==> src/rtl/mioc_test_pkg.sv <==
// Shared definitions for the MIOC single-gate pattern sequencers:
// FSM state encodings and the standard gate truth tables.
package mioc_test_pkg;

   typedef enum logic [1:0] {
      ST_IDLE   = 2'd0,
      ST_SETTLE = 2'd1,
      ST_SAMPLE = 2'd2,
      ST_DONE   = 2'd3
   } state_e;

   // Truth tables are indexed by the input pattern value (bit 0 = LSB input).
   localparam logic [3:0] TT_XNOR2 = 4'b1001;
   localparam logic [3:0] TT_NAND2 = 4'b0111;
   localparam logic [3:0] TT_NOR2  = 4'b0001;
   localparam logic [1:0] TT_INV   = 2'b01;

endpackage

==> src/rtl/mioc_gate_pattern_seq_if.sv <==
// Pattern sequencer bus: gate drive/observe plus run status and per-pattern log.
interface mioc_gate_pattern_seq_if #(
   parameter int N_IN  = 2,
   parameter int ERR_W = 4
);
   logic             start;
   logic             dut_z;
   logic [N_IN-1:0]  dut_in;
   logic             busy;
   logic             done;
   logic             pass;
   logic [ERR_W-1:0] err_count;
   logic             sample_valid;
   logic [N_IN-1:0]  sample_pat;
   logic             sample_z;
   logic             sample_err;

   modport master (
      output start, dut_z,
      input  dut_in, busy, done, pass, err_count,
             sample_valid, sample_pat, sample_z, sample_err
   );

   modport slave (
      input  start, dut_z,
      output dut_in, busy, done, pass, err_count,
             sample_valid, sample_pat, sample_z, sample_err
   );
endinterface

==> src/rtl/mioc_sync2.sv <==
// Two-flop synchroniser for a single asynchronous bit; resets to 0.
module mioc_sync2 (
   input  logic clk,
   input  logic rst_n,
   input  logic d_i,
   output logic q_o
);
   logic ff1_q, ff2_q;

   always_ff @(posedge clk or negedge rst_n) begin
      if (!rst_n) begin
         ff1_q <= 1'b0;
         ff2_q <= 1'b0;
      end else begin
         ff1_q <= d_i;
         ff2_q <= ff1_q;
      end
   end

   assign q_o = ff2_q;
endmodule

==> src/rtl/mioc_gate_pattern_seq.sv <==
// Walks every input pattern of a single-gate test structure, samples the
// synchronised gate output after a settle window and checks it against a truth table.
module mioc_gate_pattern_seq
   import mioc_test_pkg::*;
#(
   parameter int                  N_IN          = 2,
   parameter int                  SETTLE_CYCLES = 8,
   parameter logic [2**N_IN-1:0]  TRUTH_TABLE   = TT_XNOR2,
   parameter int                  ERR_W         = 4
) (
   input logic                clk,
   input logic                rst_n,
   mioc_gate_pattern_seq_if.slave bus
);
   localparam int                CW      = $clog2(SETTLE_CYCLES + 1);
   localparam logic [N_IN-1:0]   PAT_MAX = {N_IN{1'b1}};
   localparam logic [ERR_W-1:0]  ERR_MAX = {ERR_W{1'b1}};
   localparam logic [CW-1:0]     CNT_LD  = CW'(SETTLE_CYCLES - 1);

   // The synchroniser eats two of the settle cycles, so shorter windows sample stale z.
   if (SETTLE_CYCLES < 3) begin : g_bad_settle
      $error("mioc_gate_pattern_seq: SETTLE_CYCLES must be >= 3");
   end

   state_e            state_q;
   logic [N_IN-1:0]   pat_q;
   logic [CW-1:0]     cnt_q;
   logic              busy_q, done_q, pass_q;
   logic [ERR_W-1:0]  err_q;
   logic              sv_q, sz_q, serr_q;
   logic [N_IN-1:0]   spat_q;
   logic              z_s;
   logic              samp_err;

   mioc_sync2 u_sync (
      .clk   (clk),
      .rst_n (rst_n),
      .d_i   (bus.dut_z),
      .q_o   (z_s)
   );

   assign samp_err = z_s ^ TRUTH_TABLE[pat_q];

   // Sample results are registered on entry to SAMPLE so the strobe coincides
   // with the pattern still on dut_in and the updated error count.
   always_ff @(posedge clk or negedge rst_n) begin
      if (!rst_n) begin
         state_q <= ST_IDLE;
         pat_q   <= '0;
         cnt_q   <= '0;
         busy_q  <= 1'b0;
         done_q  <= 1'b0;
         pass_q  <= 1'b0;
         err_q   <= '0;
         sv_q    <= 1'b0;
         spat_q  <= '0;
         sz_q    <= 1'b0;
         serr_q  <= 1'b0;
      end else begin
         sv_q <= 1'b0;
         unique case (state_q)
            ST_IDLE, ST_DONE: begin
               if (bus.start) begin
                  pat_q   <= '0;
                  err_q   <= '0;
                  done_q  <= 1'b0;
                  pass_q  <= 1'b0;
                  busy_q  <= 1'b1;
                  cnt_q   <= CNT_LD;
                  state_q <= ST_SETTLE;
               end
            end
            ST_SETTLE: begin
               if (cnt_q == '0) begin
                  state_q <= ST_SAMPLE;
                  sv_q    <= 1'b1;
                  spat_q  <= pat_q;
                  sz_q    <= z_s;
                  serr_q  <= samp_err;
                  if (samp_err && err_q != ERR_MAX) err_q <= err_q + 1'b1;
               end else begin
                  cnt_q <= cnt_q - 1'b1;
               end
            end
            ST_SAMPLE: begin
               if (pat_q == PAT_MAX) begin
                  state_q <= ST_DONE;
                  busy_q  <= 1'b0;
                  done_q  <= 1'b1;
                  pass_q  <= (err_q == '0);
               end else begin
                  pat_q   <= pat_q + 1'b1;
                  cnt_q   <= CNT_LD;
                  state_q <= ST_SETTLE;
               end
            end
         endcase
      end
   end

   assign bus.dut_in       = pat_q;
   assign bus.busy         = busy_q;
   assign bus.done         = done_q;
   assign bus.pass         = pass_q;
   assign bus.err_count    = err_q;
   assign bus.sample_valid = sv_q;
   assign bus.sample_pat   = spat_q;
   assign bus.sample_z     = sz_q;
   assign bus.sample_err   = serr_q;
endmodule

==> src/flat_wrapper.sv <==
// flat-port wrapper written by rule: the top's interface ports become plain ports
module mioc_gate_pattern_seq_flat import mioc_test_pkg::*;
#(
   parameter int                  N_IN          = 2,
   parameter int                  SETTLE_CYCLES = 8,
   parameter logic [2**N_IN-1:0]  TRUTH_TABLE   = TT_XNOR2,
   parameter int                  ERR_W         = 4
)
  (clk, rst_n, bus_start, bus_dut_z, bus_dut_in, bus_busy, bus_done, bus_pass, bus_err_count, bus_sample_valid, bus_sample_pat, bus_sample_z, bus_sample_err);
  mioc_gate_pattern_seq_if #(.N_IN(N_IN), .ERR_W(ERR_W)) bus_i ();
  input logic clk;
  input logic rst_n;
  input wire logic [$bits(bus_i.start)-1:0] bus_start;
  input wire logic [$bits(bus_i.dut_z)-1:0] bus_dut_z;
  output wire logic [$bits(bus_i.dut_in)-1:0] bus_dut_in;
  output wire logic [$bits(bus_i.busy)-1:0] bus_busy;
  output wire logic [$bits(bus_i.done)-1:0] bus_done;
  output wire logic [$bits(bus_i.pass)-1:0] bus_pass;
  output wire logic [$bits(bus_i.err_count)-1:0] bus_err_count;
  output wire logic [$bits(bus_i.sample_valid)-1:0] bus_sample_valid;
  output wire logic [$bits(bus_i.sample_pat)-1:0] bus_sample_pat;
  output wire logic [$bits(bus_i.sample_z)-1:0] bus_sample_z;
  output wire logic [$bits(bus_i.sample_err)-1:0] bus_sample_err;
  assign bus_i.start = bus_start;
  assign bus_i.dut_z = bus_dut_z;
  assign bus_dut_in = bus_i.dut_in;
  assign bus_busy = bus_i.busy;
  assign bus_done = bus_i.done;
  assign bus_pass = bus_i.pass;
  assign bus_err_count = bus_i.err_count;
  assign bus_sample_valid = bus_i.sample_valid;
  assign bus_sample_pat = bus_i.sample_pat;
  assign bus_sample_z = bus_i.sample_z;
  assign bus_sample_err = bus_i.sample_err;
  mioc_gate_pattern_seq #(.N_IN(N_IN), .SETTLE_CYCLES(SETTLE_CYCLES), .TRUTH_TABLE(TRUTH_TABLE), .ERR_W(ERR_W)) u_core (.clk(clk), .rst_n(rst_n), .bus(bus_i));
endmodule
==> config.mk <==
export PLATFORM = sky130hd
export DESIGN_NAME = mioc_gate_pattern_seq_flat
export DESIGN_NICKNAME = d
export VERILOG_FILES = /design/src/rtl/mioc_test_pkg.sv /design/src/rtl/mioc_gate_pattern_seq_if.sv /design/src/rtl/mioc_sync2.sv /design/src/rtl/mioc_gate_pattern_seq.sv /design/src/flat_wrapper.sv
export SDC_FILE = /design/constraint.sdc
export NUM_CORES = 1
export LEC_CHECK = 0
export CAP_MARGIN = 0
export CORE_MARGIN = 2
export CORE_UTILIZATION = 47
export DETAILED_ROUTE_END_ITERATION = 8
export PLACE_DENSITY = 0.8
export SYNTH_ARGS = -nofsm -noshare
export SYNTH_HDL_FRONTEND = slang
export SYNTH_SLANG_ARGS = --single-unit
==> constraint.sdc <==
create_clock -name clk -period 2 [get_ports clk]
set_input_delay 0.4 -clock clk [delete_from_list [all_inputs] [get_ports clk]]
set_output_delay 0.4 -clock clk [all_outputs]
set_load 0.05 [all_outputs]
==> metrics.md, run 1 <==
| Metric | Value |
|---|---|
| Status | finished, final reports clean |
| Worst reg2reg path depth | 6 |
| Distinct cell type count after synthesis | 34 |
| Root Buffer | clkbuf_4 |
| Slew HR | between 60% and 70% |
| Max Slew Vio Count | 0 |
| Critical Path AT | 1.54 ns |
| Synth Area in Adders | ~7.6% |
| Total core area | around 0.0023 mm^2 |
| Number of synthesized flops with an enable pin | 0 |
| RSZ-0062 raised after global routing | no |
| CP Launch Type | flop |
| Post-Synth Simple-Gate Area | 16.3% |
| DR pass1 iterations | 4 |
| Largest net degree at the start of global routing | 23 |
| Vias in the first global route | just over 900 |
| Actual slew at the worst max-slew pin | 0.512 ns |
| Worst Path Buf+Inv | 1 |
| Syn Nets | 122 |
| Power per cell area | around 1400 mW/mm^2 |
| Via count | between 800 and 900 |
| Initial antenna violation count | 0 |
| Synth warn | 0 |
| Final period utilization | between 90% and 100% |
| Post-route ant nets | 0 |
| Combinational family with the most area after synthesis | compound AO/OA/AOI/OAI gates |
| Final WL | 2380 um |
| Min Clock Period, post-route | 1.94 ns |
| Worst-path fanout max | 4 |
| Worst vdd ir | between 1 and 1.5 mV |
| Syn_area_per_cell | ~10 um^2 |
| Critical Path End Type | output port |
| Cells after Synth | around 110 |
| Multi-input gate area | around 570 um^2 |
| Fin. Hold Viols | 0 |
| Die Width | 53.7 um |
| Cts bufs inserted | 3 |
| Post-synth ARST share | 100% |
| WS Path Type | flop to output port |
| Register area | between 500 and 600 um^2 |
| Share of cells above drive strength 1 | between 10% and 20% |
| Slowest CP cell | clkdlybuf4s50_1 |
| Drc violations | 0 |
| Post-synthesis mux area share | approximately 6.4% |
| Clk_skew | between 0.003 and 0.004 ns |
| Most frequent cells in the layout | dfrtp_1 (20), clkdlybuf4s50_1 (11), inv_1 (9), nand2_1 (9) |
| FF-to-FF setup slack | approximately 0.11 ns |
| Critical path required time | ~1.6 ns |
| Worst-path clk slew | roughly 0.12 ns |
| Clock Path Buffers | 2 |
| Post-CTS setup buffers | 0 |
| Nets@finish | between 100 and 150 |
| Reg2reg start | u_core.cnt_q[0] |
| Setup_tns | 0 ns |
| DP Wirelength | about 1700 um |
| Hold depth | 0 |
| Max-cap check violation count | 0 |
| N_diodes | 0 |
| Hold_sp | u_core.u_sync.ff1_q |
| Inst Count DP | around 160 |
| I/O pin count | 18 |
| Fmax | a little over 500 MHz |
| # port buffers | 17 |
| Cell area after synthesis | between 0.001 and 0.0015 mm^2 |
| CTS tree | built |
| FP Rows | 17 |
| Worst Hold Path EP | u_core.u_sync.q_o |
| Die Ht | about 54 um |
| Synth Register Bits | 22 |
| Placer Congestion | approximately 0.80 |
| Fillers | 194 |
| R2R Path End | u_core.bus.err_count[3] |
| Min Hold Slack | 0.368 ns |
| Top cell family by delay on the critical path | buffers and inverters |
| Initial Util | around half |
| First-pass GRT wire length | around 3800 um |
| Synthesized-area fraction occupied by xor and xnor cells | less than 1% |
| Starting DRT DRC Count | 8 |
| Commonest register cell after synthesis | dfrtp_1 |
| Hold Path Class | flop to flop |
| Synthesis-to-finish area growth | 24.2% |
| Non-Filler Instances | 159 |
| Commonest non-fill, non-tap cell in the layout | dfrtp_1 |
| Leakage power | slightly above 0.7 nW |
| Compound-Gate Fraction of Synth Area | between 10% and 20% |
| H-tree Lvls | 1 |
| Die area | about 0.0029 mm^2 |
| Sequential element share of the synthesized area | a little under half |
| # clock sinks | 22 |
| CP peak stage delay | 0.82 ns |
| Avg WL per Cell | about 15 um |
| Crit path cell chain | clkdlybuf4s50_1 |
| Vias per cell | 5.59 |
| Clk Latency, worst-skew pair | just over 0.3 ns |
| Final setup fails | 0 |
| Grt ovf | 0 |
| GRT Total Usage | around 18% |
-- worst max path at each step --
stage	startpoint	endpoint	slack (ns)	cells after the start
after floorplan	u_core.bus.err_count[0]	u_core.bus.err_count[3]	0.02	6
after global placement	u_core.bus.dut_in[0]	u_core.bus.err_count[3]	0.15	5
after detailed placement	u_core.cnt_q[0]	u_core.bus.err_count[3]	0.09	6
after CTS	u_core.bus.dut_in[1]	bus_dut_in[1]	0.01	1
after global routing	u_core.cnt_q[0]	u_core.bus.err_count[3]	0.001	6
final	u_core.bus.err_count[0]	bus_err_count[0]	0.06	1
-- cell type report --
class                      count  share of cell area [%]
inverter                       9                    2.35
tap                           28                    2.43
clock buffer                   4                    2.52
timing repair buffer          22                    14.5
multi-input combinational     74                    39.8
sequential                    22                    38.4
-- cell usage after synthesis (3+ instances only) --
master    instances  area (um^2)
mux2i_1           4         40.0
ha_1              7         87.6
buf_2             3         15.0
dfrtp_1          22          551
clkbuf_1          3         11.3
o21ai_0           7         35.0
nor2_1            3         11.3
a22o_1            4         35.0
a21oi_1           3         15.0
nand3_1           4         20.0
mux2_2            3         33.8
nand2b_1          4         25.0
nand2_1           9         33.8
or3_1             3         18.8
inv_1             9         33.8
-- where the power goes --
part           switching (mW)  internal, mW  total (mW)
sequential              0.126         0.562       0.688
clock                   0.132         0.111       0.243
combinational           0.682         0.454        1.14
total                   0.940          1.13        2.07
-- metrics by stage --
step	total power, mW	cell area [um^2]	setup WS [ns]	utilization [%]
floorplan	1.49	1170	0.0151	-
global placement	1.77	1390	0.155	60.9
detailed placement	1.82	1390	0.0948	60.9
CTS	2.06	1420	0.0149	62.5
global route	2.21	1440	0.000956	63.3
finish	2.07	1440	0.0642	63.3
-- kinds of logic (layout without fill, tap and decap cells) --
family	Yosys count	in the layout
and+or+nand+nor	33	33
AOI/OAI and AO/OA	26	26
DFF	22	22
buffers and inverters	15	35
adders and majority gates	7	7
muxes	7	7
xor gates and xnor gates	1	1
-- what timing repair did --
item                                    CTS  global route
endpoints found under the setup margin    1             4
endpoints found under the hold margin     0             0
hold buffers                              0             0
resized for setup                         1             5
-- flip-flops by register name, summed over array words and instances (netlist names), 2 cells and up --
register / count
u_core.bus.err_count: 4
u_core.cnt_q: 4
u_core.bus.dut_in: 2
u_core.bus.sample_pat: 2
u_core.state_q: 2
-- layer usage --
layer	vias to the layer above	track usage, %	share of wire [%]
met3	4	2.78	3.7
li1	436	-	-
met4	0	7.26	1.6
met1	427	23.1	46
met2	22	30.5	49
met5	-	0	0
(Power assumes the default switching activity.)
==> inputs of run 2 (changes only) <==
- CTS_CLUSTER_DIAMETER: not set -> 120
- GPL_TIMING_DRIVEN: not set -> 0
==> run 2 against run 1 <==
  * Die area did not move
  * Critical path depth did not move
  * Highest routed layer unchanged
  * Wire length rose by 1.4%
  * Hold slack got worse by 0.0014 ns
==> metrics.md, run 2 (synthesis gave the netlist of run 1 again) <==
| Metric | Value |
|---|---|
| Vias per cell | 5.82 (+4.1%) |
| Synthesis-to-finish area growth | 26.9% |
| Root Buffer | clkbuf_4 |
| WS Path Type | flop to output port |
| Initial antenna violation count | 0 (unchanged) |
| Critical Path AT | 1.57 ns (+0.03 ns) |
| CP Launch Type | flop |
| Final WL | 2410 um (+1.4%) |
| # port buffers | 17 (unchanged) |
| Crit path cell chain | clkdlybuf4s50_1 |
| Commonest non-fill, non-tap cell in the layout | dfrtp_1 |
| Critical path required time | 1.60 ns (about the same) |
| FF-to-FF setup slack | 0.03 ns (-0.08 ns) |
| H-tree Lvls | 1 (unchanged) |
| Comb power frac | 56.4% (+1.4 points) |
| Hold Path Class | flop to flop |
| Drc violations | 0 (unchanged) |
| Share of cells above drive strength 1 | 18.8% (+2.0 points) |
| Via count | 937 (+5.4%) |
| Seq pwr share | 32.1% (-1.2 points) |
| Internal Power | 1.17 mW (+3.8%) |
| Top cell family by delay on the critical path | buffers and inverters |
| Avg WL per Cell | 15.0 um (+0.13%) |
| Min Hold Slack | 0.366 ns (-0.00137 ns) |
| Initial Util | 51.0% (unchanged) |
| First-pass GRT wire length | 3730 um (-1.3%) |
| Reg2reg start | u_core.bus.dut_in[0] |
| Placer Congestion | 0.747 (-6.1%) |
| Setup crit start | u_core.bus.dut_in[1] |
| N_diodes | 0 (unchanged) |
| Max-cap check violation count | 0 (unchanged) |
| Worst Hold Path EP | u_core.u_sync.q_o |
| Final setup fails | 0 (unchanged) |
| Fin. Hold Viols | 0 (unchanged) |
| FP Rows | 17 (unchanged) |
| Status | finished, final reports clean |
| Worst-path clk slew | 0.12 ns (about the same) |
| DR pass1 iterations | 4 (unchanged) |
| Max Slew Vio Count | 0 (unchanged) |
| DP Wirelength | 1690 um (-1.7%) |
| # clock sinks | 22 (unchanged) |
| Largest net degree at the start of global routing | 23 (unchanged) |
| RSZ-0062 raised after global routing | yes |
| Most frequent cells in the layout | dfrtp_1 (20), clkdlybuf4s50_1 (14), inv_1 (9), nand2_1 (9), o21ai_0 (7) |
| Worst vdd ir | 1.18 mV (-6.8%) |
| Vias in the first global route | 848 (-7.4%) |
| Fmax | 507 MHz (-1.9%) |
| Starting DRT DRC Count | 30 (+22) |
| Hold depth | 0 (unchanged) |
| Clock group share of total power | 11.4% (-0.4 points) |
| Leakage power | 0.671 nW (-5.3%) |
| Fin worst setup slack | 0.0275 ns (-0.0367 ns) |
| Clk_skew | 0.00434 ns (+0.000566 ns) |
| Critical Path End Type | output port |
| Total core area | 0.00228 mm^2 (unchanged) |
| Worst reg2reg path depth | 6 (unchanged) |
| Fillers | 186 (-4.1%) |
| Worst slack at placement | 0.00732 ns (-0.0874 ns) |
| CTS tree | built |
| Post-route ant nets | 0 (unchanged) |
| Die Ht | 53.7 um (unchanged) |
| Worst-path fanout max | 5 (+1) |
| Sw Pwr | 0.965 mW (+2.6%) |
| Switching portion of total power | 45.2% (-0.27 points) |
| GRT Total Usage | 18.0% (-0.12 points) |
| Grt ovf | 0 (unchanged) |
| Worst Path Buf+Inv | 1 (unchanged) |
| Die Width | 53.7 um (unchanged) |
| I/O pin count | 18 (unchanged) |
| Slowest CP cell | clkdlybuf4s50_1 |
| Min Clock Period, post-route | 1.97 ns (+0.0367 ns) |
| Cts bufs inserted | 3 (unchanged) |
| R2R Path End | u_core.bus.err_count[3] |
| Final period utilization | 98.6% (+1.8 points) |
| Clk Latency, worst-skew pair | 0.31 ns (about the same) |
| Clock Path Buffers | 2 (unchanged) |
| CP peak stage delay | 0.82 ns (about the same) |
| Slew HR | 33.9% (-32 points) |
| Die area | 0.00288 mm^2 (unchanged) |
| Actual slew at the worst max-slew pin | 0.988 ns (+0.475 ns) |
| Power per cell area | 1450 mW/mm^2 (+1.1%) |
| Nets@finish | 145 (+1.4%) |
| Hold_sp | u_core.u_sync.ff1_q |
==> run 2: repair_timing <==
action	in CTS	in global routing
buffers inserted	0	3
pin swaps	0	1
hold endpoints to repair	0	0
endpoints found under the setup margin	2	7
resized for setup	2	10
hold buffers	0	0
==> run 2: through the flow <==
stage               setup TNS (ns)  cells  area [um^2]  util, %  power [mW]
floorplan                        0    111         1170        -        1.49
global placement                 0    156         1380     60.6        1.75
detailed placement               0    156         1380     60.6        1.80
CTS                              0    160         1410     62.1        2.04
global route              -0.00442    161         1470     64.7        2.27
finish                           0    161         1470     64.7        2.13
==> run 2: cell type report <==
cell class / count / area, um^2 / area share, %
multi-input cells: 74 / 599 / 40.7
flip-flops and latches: 22 / 553 / 37.6
repair buffers: 20 / 193 / 13.1
clock buffers: 4 / 36.3 / 2.47
well taps: 28 / 35.0 / 2.38
inverters: 9 / 33.8 / 2.30
plain buffers: 4 / 21.3 / 1.45
==> run 2: worst max path at each step <==
stage                                   end  slack [ns]  depth (start not counted)
finish                        bus_dut_in[1]        0.03                          1
global route        u_core.bus.err_count[3]      -0.004                          6
CTS                           bus_dut_in[0]       0.002                          1
detailed placement  u_core.bus.err_count[3]       0.007                          5
global placement    u_core.bus.err_count[3]        0.05                          5
floorplan           u_core.bus.err_count[3]        0.02                          6
==> run 2: layer usage <==
layer / up-vias / routed length [um] / track usage, %
met1: 468 / 1070 / 22.6
met4: 0 / 31 / 6.41
met2: 26 / 1220 / 31.3
li1: 438 / - / -
met3: 5 / 89 / 2.50
met5: - / 0 / 0
==> run 2: power groups by stage <==
stage | clock network [mW] | registers (mW) | logic (mW)
2_1_floorplan | 0 | 0.893 | 0.601
3_3_place_gp | 0 | 0.684 | 1.07
3_5_place_dp | 0 | 0.693 | 1.11
4_1_cts | 0.255 | 0.684 | 1.10
5_1_grt | 0.264 | 0.704 | 1.31
6_report | 0.244 | 0.686 | 1.20
==> inputs of run 3 (changes only) <==
- CORE_MARGIN: 2 -> 10
==> run 3 against run 2 <==
  * Setup slack gained 0.039 ns
  * Design area shrank 1.0%
  * First-iteration DRC count up 70%
==> metrics.md, run 3 (synthesis gave the netlist of run 1 again) <==
| Metric | Value |
|---|---|
| Status | finished, final reports clean |
| RSZ-0062 raised after global routing | yes |
| Actual slew at the worst max-slew pin | 1.03 ns (+0.0401 ns) |
| Die Width | 69.7 um (+30%) |
| Final setup fails | 0 (unchanged) |
| Slew HR | 31.3% (-2.7 points) |
| Max Slew Vio Count | 0 (unchanged) |
| Grt ovf | 0 (unchanged) |
| Post-route ant nets | 0 (unchanged) |
| FP Rows | 17 (unchanged) |
| Vias per cell | 5.94 (+2.1%) |
| CP Launch Type | flop |
| Worst-path fanout max | 4 (-1) |
| FF-to-FF setup slack | 0.07 ns (+0.04 ns) |
| Critical Path End Type | flop |
| Drc violations | 0 (unchanged) |
| H-tree Lvls | 1 (unchanged) |
| Cts bufs inserted | 3 (unchanged) |
| Clock Path Buffers | 2 (unchanged) |
| Slowest CP cell | dfrtp_2 |
| # clock sinks | 22 (unchanged) |
| Die area | 0.00485 mm^2 (+69%) |
| Share of cells above drive strength 1 | 17.6% (-1.2 points) |
| Starting DRT DRC Count | 51 (+70%) |
| Worst slack at placement | 0.0118 ns (+0.00449 ns) |
| Via count | 945 (+0.85%) |
| Synthesis-to-finish area growth | 25.6% |
| # port buffers | 17 (unchanged) |
| Crit path cell chain | ha_4, xor2_1, o21a_1, or3_1, buf_4, o311ai_2 |
| Final period utilization | 96.7% (-1.9 points) |
| DP Wirelength | 1920 um (+14%) |
| WS Path Type | flop to flop |
| Largest net degree at the start of global routing | 23 (unchanged) |
| Fin. Hold Viols | 0 (unchanged) |
| Placer Congestion | 0.792 (+6.1%) |
| Fin worst setup slack | 0.0660 ns (+0.0385 ns) |
| R2R Path End | u_core.bus.err_count[3] |
| Worst Hold Path EP | u_core.u_sync.q_o |
| Vias in the first global route | 942 (+11%) |
| Commonest non-fill, non-tap cell in the layout | dfrtp_1 |
| Final WL | 2710 um (+13%) |
| CTS tree | built |
| Critical Path AT | 2.16 ns (+0.59 ns) |
| First-pass GRT wire length | 4430 um (+19%) |
| Max-cap check violation count | 0 (unchanged) |
| Leakage power | 0.713 nW (+6.2%) |
| Fmax | 517 MHz (+2.0%) |
| Most frequent cells in the layout | dfrtp_1 (20), clkdlybuf4s50_1 (10), inv_1 (9), nand2_1 (9), o21ai_0 (7) |
| Min Clock Period, post-route | 1.93 ns (-0.0385 ns) |
| Worst reg2reg path depth | 6 (unchanged) |
| Avg WL per Cell | 17.1 um (+14%) |
| GRT Total Usage | 10.6% (-7.4 points) |
| N_diodes | 0 (unchanged) |
| Nets@finish | 144 (-0.69%) |
| I/O pin count | 18 (unchanged) |
| Hold depth | 0 (unchanged) |
| CP peak stage delay | 0.47 ns (-0.35 ns) |
| Worst vdd ir | 1.22 mV (+3.6%) |
| Initial antenna violation count | 0 (unchanged) |
| Hold Path Class | flop to flop |
| Reg2reg start | u_core.bus.dut_in[0] |
| Worst Path Buf+Inv | 1 (unchanged) |
| Critical path required time | 2.23 ns (+0.63 ns) |
| Initial Util | 51.0% (unchanged) |
| Clk_skew | 0.00155 ns (-0.00279 ns) |
| Hold_sp | u_core.u_sync.ff1_q |
| Die Ht | 69.7 um (+30%) |
| Worst-path clk slew | 0.12 ns (about the same) |
| Setup_tns | 0 ns (unchanged) |
| Total core area | 0.00228 mm^2 (unchanged) |
| Top cell family by delay on the critical path | flip-flops |
| Power per cell area | 1450 mW/mm^2 (-0.32%) |
| Clk Latency, worst-skew pair | 0.31 ns (about the same) |
| Root Buffer | clkbuf_4 |
| DR pass1 iterations | 4 (unchanged) |
==> run 3: timing repair <==
item	CTS	global route
setup buffers	0	2
pin swaps	0	1
endpoints found under the setup margin	3	9
hold buffers	0	0
resized for setup	3	13
==> run 3: final cells by class <==
| type | count | area (um^2) |
|---|---|---|
| fillers | 185 | 820 |
| well taps | 28 | 35.0 |
| multi-input cells | 74 | 599 |
| flip-flops and latches | 22 | 553 |
| plain buffers | 4 | 21.3 |
| repair buffers | 19 | 191 |
| clock buffers | 3 | 22.5 |
| inverters | 9 | 33.8 |
==> run 3: metal layers <==
layer	track usage (%)	share of wire [%]	vias up	routed length, um
met5	0	0	-	0
met4	2.83	1.5	0	42
met3	3.28	5.1	4	139
met2	18.8	50	25	1360
met1	12.0	43	479	1170
li1	-	-	437	-
==> run 3: worst max path at each step <==
stage	from	end	slack, ns	cells after the start
floorplan	u_core.bus.err_count[0]	u_core.bus.err_count[3]	0.02	6
global placement	bus_start	u_core.bus.err_count[3]	0.05	5
detailed placement	bus_start	u_core.bus.err_count[3]	0.01	5
CTS	u_core.bus.dut_in[1]	bus_dut_in[1]	0.02	1
global route	u_core.bus.dut_in[0]	u_core.bus.err_count[3]	-0.02	6
finish	u_core.bus.dut_in[0]	u_core.bus.err_count[3]	0.07	6
==> run 3: report_power, final <==
part / internal (mW) / switching, mW
logic: 0.485 / 0.728
clock network: 0.0705 / 0.139
registers: 0.562 / 0.122
==> run 3: metrics by stage <==
step                      hold slack, ns  utilization (%)  std cells  power [mW]  area (um^2)
after CTS                          0.386             61.5        159        2.01         1400
after detailed placement           0.359             60.6        156        1.82         1380
final                              0.390             64.0        159        2.11         1460
after global routing               0.399             64.0        159        2.25         1460
after floorplan                    0.104                -        111        1.49         1170
after global placement             0.333             60.6        156        1.76         1380
